[src/rtl/core_pkg.sv]
// Shared types for the RV32 core pipeline control: forwarding selects,
// hazard FSM states and the default register index width.
package core_pkg;

  localparam int XREG_W = 5;

  typedef enum logic [1:0] {
    FWD_RF  = 2'b00,
    FWD_WB  = 2'b01,
    FWD_MEM = 2'b10
  } fwd_sel_e;

  typedef enum logic [1:0] {
    ST_RUN       = 2'b00,
    ST_LD_BUBBLE = 2'b01,
    ST_MEM_WAIT  = 2'b10
  } haz_state_e;

endpackage

[src/rtl/fwd_unit.sv]
// Forwarding comparator for one EX operand: picks the youngest in-flight
// producer of the register read in ID. x0 is never forwarded.
module fwd_unit #(
  parameter int XREG_W = 5
) (
  input  logic [XREG_W-1:0] i_rs,
  input  logic              i_use,
  input  logic [XREG_W-1:0] i_ex_rd,
  input  logic              i_ex_regwrite,
  input  logic [XREG_W-1:0] i_mem_rd,
  input  logic              i_mem_regwrite,
  output logic [1:0]        o_sel
);
  import core_pkg::*;

  // The EX producer is younger than the MEM one, so it wins on a double match.
  always_comb begin
    o_sel = FWD_RF;
    if (i_use && (i_rs != '0)) begin
      if (i_ex_regwrite && (i_ex_rd == i_rs)) begin
        o_sel = FWD_MEM;
      end else if (i_mem_regwrite && (i_mem_rd == i_rs)) begin
        o_sel = FWD_WB;
      end
    end
  end

endmodule

[src/rtl/hazard_ctrl.sv]
// Pipeline hazard controller: load-use bubbles, taken-branch flushes, data
// memory wait stalls and registered EX forwarding selects.
// Optional perf counters are built when HAZ_PERF_CNT_EN is defined.
// Handshake: the pipeline samples every stall/flush output at the next rising
// edge; stalls hold a register, flushes zero it, stall wins where both apply.
module hazard_ctrl #(
  parameter int XREG_W = 5,
  parameter int CNT_W  = 32
) (
  input  logic              clk,
  input  logic              rst_n,
  input  logic [XREG_W-1:0] id_rs1,
  input  logic [XREG_W-1:0] id_rs2,
  input  logic              id_use_rs1,
  input  logic              id_use_rs2,
  input  logic [XREG_W-1:0] ex_rd,
  input  logic              ex_regwrite,
  input  logic              ex_memread,
  input  logic [XREG_W-1:0] mem_rd,
  input  logic              mem_regwrite,
  input  logic              mem_req,
  input  logic              dmem_ready,
  input  logic              ex_branch_taken,
  output logic              pc_stall,
  output logic              ifid_stall,
  output logic              ifid_flush,
  output logic              idex_stall,
  output logic              ctrl_flush,
  output logic              exmem_stall,
  output logic [1:0]        fwd_a_sel,
  output logic [1:0]        fwd_b_sel,
  output logic [CNT_W-1:0]  perf_stall_cnt,
  output logic [CNT_W-1:0]  perf_flush_cnt,
  output logic [1:0]        dbg_state
);
  import core_pkg::*;

  haz_state_e  r_state;
  haz_state_e  w_state_nxt;
  logic        w_mem_wait;
  logic        w_load_use;
  logic [1:0]  w_fwd_a;
  logic [1:0]  w_fwd_b;
  logic [1:0]  r_fwd_a;
  logic [1:0]  r_fwd_b;

  assign w_mem_wait = mem_req & ~dmem_ready;
  assign w_load_use = ex_memread & ex_regwrite & (ex_rd != '0) &
                      ((id_use_rs1 & (ex_rd == id_rs1)) |
                       (id_use_rs2 & (ex_rd == id_rs2)));

  always_ff @(posedge clk) begin
    if (!rst_n) r_state <= ST_RUN;
    else        r_state <= w_state_nxt;
  end

  // LD_BUBBLE re-evaluates hazards exactly like RUN; only MEM_WAIT freezes.
  always_comb begin
    w_state_nxt = r_state;
    pc_stall    = 1'b0;
    ifid_stall  = 1'b0;
    ifid_flush  = 1'b0;
    idex_stall  = 1'b0;
    ctrl_flush  = 1'b0;
    exmem_stall = 1'b0;
    case (r_state)
      ST_MEM_WAIT: begin
        if (!dmem_ready) begin
          pc_stall    = 1'b1;
          ifid_stall  = 1'b1;
          idex_stall  = 1'b1;
          exmem_stall = 1'b1;
        end else begin
          w_state_nxt = ST_RUN;
        end
      end
      default: begin
        w_state_nxt = ST_RUN;
        if (w_mem_wait) begin
          pc_stall    = 1'b1;
          ifid_stall  = 1'b1;
          idex_stall  = 1'b1;
          exmem_stall = 1'b1;
          w_state_nxt = ST_MEM_WAIT;
        end else if (ex_branch_taken) begin
          ifid_flush = 1'b1;
          ctrl_flush = 1'b1;
        end else if (w_load_use) begin
          pc_stall    = 1'b1;
          ifid_stall  = 1'b1;
          ctrl_flush  = 1'b1;
          w_state_nxt = ST_LD_BUBBLE;
        end
      end
    endcase
  end

  fwd_unit #(.XREG_W(XREG_W)) u_fwd_a (
    .i_rs          (id_rs1),
    .i_use         (id_use_rs1),
    .i_ex_rd       (ex_rd),
    .i_ex_regwrite (ex_regwrite),
    .i_mem_rd      (mem_rd),
    .i_mem_regwrite(mem_regwrite),
    .o_sel         (w_fwd_a)
  );

  fwd_unit #(.XREG_W(XREG_W)) u_fwd_b (
    .i_rs          (id_rs2),
    .i_use         (id_use_rs2),
    .i_ex_rd       (ex_rd),
    .i_ex_regwrite (ex_regwrite),
    .i_mem_rd      (mem_rd),
    .i_mem_regwrite(mem_regwrite),
    .o_sel         (w_fwd_b)
  );

  // Selects travel with the instruction: hold on stall, clear on bubble.
  always_ff @(posedge clk) begin
    if (!rst_n) begin
      r_fwd_a <= FWD_RF;
      r_fwd_b <= FWD_RF;
    end else if (idex_stall) begin
      r_fwd_a <= r_fwd_a;
      r_fwd_b <= r_fwd_b;
    end else if (ctrl_flush) begin
      r_fwd_a <= FWD_RF;
      r_fwd_b <= FWD_RF;
    end else begin
      r_fwd_a <= w_fwd_a;
      r_fwd_b <= w_fwd_b;
    end
  end

  assign fwd_a_sel = r_fwd_a;
  assign fwd_b_sel = r_fwd_b;
  assign dbg_state = r_state;

`ifdef HAZ_PERF_CNT_EN
  logic [CNT_W-1:0] r_stall_cnt;
  logic [CNT_W-1:0] r_flush_cnt;

  // Saturating so a long run never wraps back to a misleading small value.
  always_ff @(posedge clk) begin
    if (!rst_n) begin
      r_stall_cnt <= '0;
      r_flush_cnt <= '0;
    end else begin
      if (pc_stall && (r_stall_cnt != '1)) r_stall_cnt <= r_stall_cnt + CNT_W'(1);
      if (ifid_flush && (r_flush_cnt != '1)) r_flush_cnt <= r_flush_cnt + CNT_W'(1);
    end
  end

  assign perf_stall_cnt = r_stall_cnt;
  assign perf_flush_cnt = r_flush_cnt;
`else
  assign perf_stall_cnt = '0;
  assign perf_flush_cnt = '0;
`endif

endmodule

[config.mk]
export PLATFORM = sky130hd
export DESIGN_NAME = hazard_ctrl
export DESIGN_NICKNAME = d
export VERILOG_FILES = /design/src/rtl/core_pkg.sv /design/src/rtl/fwd_unit.sv /design/src/rtl/hazard_ctrl.sv
export SDC_FILE = /design/constraint.sdc
export NUM_CORES = 1
export LEC_CHECK = 0
export CORE_MARGIN = 2
export CORE_UTILIZATION = 36
export CTS_CLUSTER_DIAMETER = 150
export DETAILED_ROUTE_END_ITERATION = 7
export HOLD_SLACK_MARGIN = 0.05
export PLACE_DENSITY_LB_ADDON = 0.3
export SYNTH_ARGS = -nofsm -noshare
export SYNTH_HDL_FRONTEND = slang
export SYNTH_HIERARCHICAL = 1
export SYNTH_SLANG_ARGS = --single-unit
[constraint.sdc]
create_clock -name clk -period 2.6 [get_ports clk]
set_input_delay 0.52 -clock clk [delete_from_list [all_inputs] [get_ports clk]]
set_output_delay 0.52 -clock clk [all_outputs]
set_load 0.01 [all_outputs]
==> results of run 1 <==
==> power by group <==
group	switching [mW]	leakage [nW]	internal, mW	total [mW]
clock network	0.0374	0.0216	0.0992	0.137
registers	0.000807	0.0485	0.0937	0.0945
logic	0.127	0.839	0.109	0.236
total	0.165	0.909	0.302	0.467
==> what timing repair did <==
action	in CTS	in global routing
gates resized for setup	29	7
buffers inserted	1	0
pin swaps	4	5
hold endpoints to repair	0	0
setup endpoints to repair	3	3
==> metal layers <==
| metal | wire length, um | part of all wire [%] | up-vias |
|---|---|---|---|
| met5 | 0 | 0 | - |
| met4 | 19 | 0.70 | 0 |
| met3 | 180 | 6.6 | 2 |
| met2 | 1300 | 48 | 56 |
| met1 | 1210 | 45 | 480 |
| li1 | - | - | 560 |
==> worst max-delay path: cells and delay by family <==
family | cells | cell delay [ns]
AND/OR/NAND/NOR | 2 | 0.39
buffers and inverters | 3 | 1.09
==> worst max path at each step <==
stage / startpoint / end / slack (ns)
global placement: ex_rd[4] / ifid_stall / -0.51
detailed placement: ex_rd[4] / pc_stall / -0.57
floorplan: ex_rd[4] / pc_stall / 0.28
global route: id_rs2[2] / pc_stall / 0.001
finish: mem_req / ifid_flush / 0.08
CTS: id_rs1[0] / pc_stall / 0.0006
==> layout make-up <==
cell class / instances / area [um^2] / share of cell area [%]
clock buffer: 3 / 41.3 / 2.27
timing repair buffer: 73 / 632 / 34.7
multi-input combinational: 143 / 956 / 52.5
tap: 48 / 60.1 / 3.30
sequential: 6 / 120 / 6.60
inverter: 3 / 11.3 / 0.619
==> stage by stage <==
step / cell area, um^2 / std cells
after floorplan: 1560 / 219
after global placement: 1770 / 272
after detailed placement: 1770 / 272
after CTS: 1820 / 276
after global routing: 1820 / 276
final: 1820 / 276
==> state kept, by name (all words and copies together), names as in the netlist <==
signal	count
dbg_state	2
fwd_a_sel	2
fwd_b_sel	2
==> placed cells by master, fill, tap and decap left out <==
master            n
a32oi_2           1
o211ai_2          1
buf_4            32
or4_4             3
xor2_2            1
nand2b_1          1
xor2_1           23
and2_1            1
a21oi_1           1
o21bai_1          1
inv_1             3
dfxtp_1           6
nand3b_1          1
clkdlybuf4s15_1   3
or3_1             1
o21ai_2           3
nor3b_2           2
nor4_1            2
nor2b_1           2
o21ai_4           1
o2111a_1          4
dlymetal6s2s_1    3
nor3b_1           2
a31o_1            4
clkdlybuf4s50_1  26
dlygate4sd2_1     5
clkbuf_8          3
xnor2_1           6
conb_1           64
and2_0            1
nor2_1            3
a41o_1            4
o41ai_2           1
nor4_2            5
buf_2             4
nand3_1           4
==> kinds of logic after synthesis <==
logic type | count (synthesis) | share of synthesized area (%)
buffers and inverters | 70 | 38.6
XOR/XNOR | 30 | 19.8
AND/OR/NAND/NOR | 28 | 16.5
AO/OA/AOI/OAI | 21 | 15.8
flip-flops | 6 | 9.06
other | 1 | 0.283
==> results.cfg, run 1 <==
[outcome]
status = finished clean

[sta]
max_freq_ghz = 0.397
worst_slack_ns = 0.0830
fin_skew_ns = 0.00460
rsz0062_at_grt = no
fin_tns_setup_ns = 0
maxSlewViolCount = 0
finalHoldViolCount = 0
layout_min_cycle_time_ns = 2.52
fin_crit_sh_pct = 96.8
hold_ws_ns = 0.705
setup_violations = 0

[floorplan]
std_cell_rows = 22
die-area_um2 = 4190
io_pins = 106
die_w_um = 64.7
die_y_um = 64.7
fp.coreArea_um2 = 3610
start_util_pct = 36.8

[hold_path]
worst_hold_path.endpoint = fwd_a_sel[1]$_SDFFE_PN0N_
hold_depth = 3
min_path_type = flip-flop to flip-flop
hp-start = fwd_a_sel[1]$_SDFFE_PN0N_

[worst_setup_path]
critical_path_class = input pin to primary output
crit_path_cell_trace = clkdlybuf4s50_1 > nor2b_1 > nor3b_1 > buf_4 > clkdlybuf4s50_1
worst_setup_path_start_kind = input pin
worst_r2r_endpoint = fwd_b_sel[0]$_SDFFE_PN0N_
critPathMostFrequentCell = clkdlybuf4s50_1
r2r_setup_slack_ns = 1.17
cp.required_ns = 2.08
slowest_stage = clkdlybuf4s50_1
endpoint_kind = primary output
critPathMaxStageDelay_ns = 0.52
r2r_cells = 6
crit_arrival_ns = 2.00
crit_fanout = 3
reg2reg_from = dbg_state[1]$_SDFFE_PN0P_

[logic_synthesis]
synth.most_common_cell = buf_4
synth_cells = 156
synthesis.area_um2 = 1330
async_flop_share_pct = 0
ys_warn_count = 6
yosysTopAreaCell = buf_4
synth-seq-cells = 6
yosys.area.top_type_share_pct = 37.4
synthFlopType = dfxtp_1
yosysUniqueCellTypes = 30
synthTopCellsByArea = buf_4, xor2_1, dfxtp_1, xnor2_1, nor4_2
yosysSeqAreaShare_pct = 9.06
avgSynthCellArea_um2 = 8.50
yosys-top-cells-count = buf_4, xor2_1, dfxtp_1, xnor2_1
synth_edf_count = 0

[placed_design]
port_buffers = 41
dp_hpwl_um = 2520
dp_slack_ns = -0.569
place.gp.congestion = 0.831

[routing]
vias = 1098
routed_via_density = 3.98
ant_nets = 0
drt_wl_total_um = 2710
dr.pass1.iters = 4
routedWlPerCell_um = 9.82
drt_iter0_drc = 28
drc = 0

[clock_network]
cts_buffers = 3
insertion_delay_ns = 0.22
ctsHoldBuffers = 0
clock_sink_count = 6
clkSlewWorstSetupHoldPaths_ns = 0.03
clock-root-buffer = clkbuf_8
cts_buffer_depth = 2
h-tree-depth = 1
cts_tree = built

[layout]
fillers = 368
area_growth_pct = 37.3
antenna_cells = 0
drive_above_1_share_pct = 25.0
post-route-util_pct = 50.5
nNetsFinal = 260

[global_routing]
antenna_found_initial = 0
track_usage_pct = 12.9
grt_max_degree = 6
grt_pass1_wl_um = 4200
grtUsageMet2_pct = 21.1
grt_pass1_vias = 943
use_met1_pct = 17.4
globalRouteOverflowTotal = 0
top_usage_layer = met2
grt_use_met3_pct = 2.43

[pwr]
pwr_density_cell_nw_per_um2 = 257
vdd_drop_max_v = 0.000148
fin_total_pwr_mw = 0.467
leakage_nw = 0.909

[run]
maxCapViolCount = 0
Note: power is estimated with default switching activity, not from simulation.
==> inputs of run 2 (changes only) <==
SLEW_MARGIN = 10   (was default)
==> results of run 2 <==
Same layout as run 1: the final DEF is identical, and so are final timing and power.
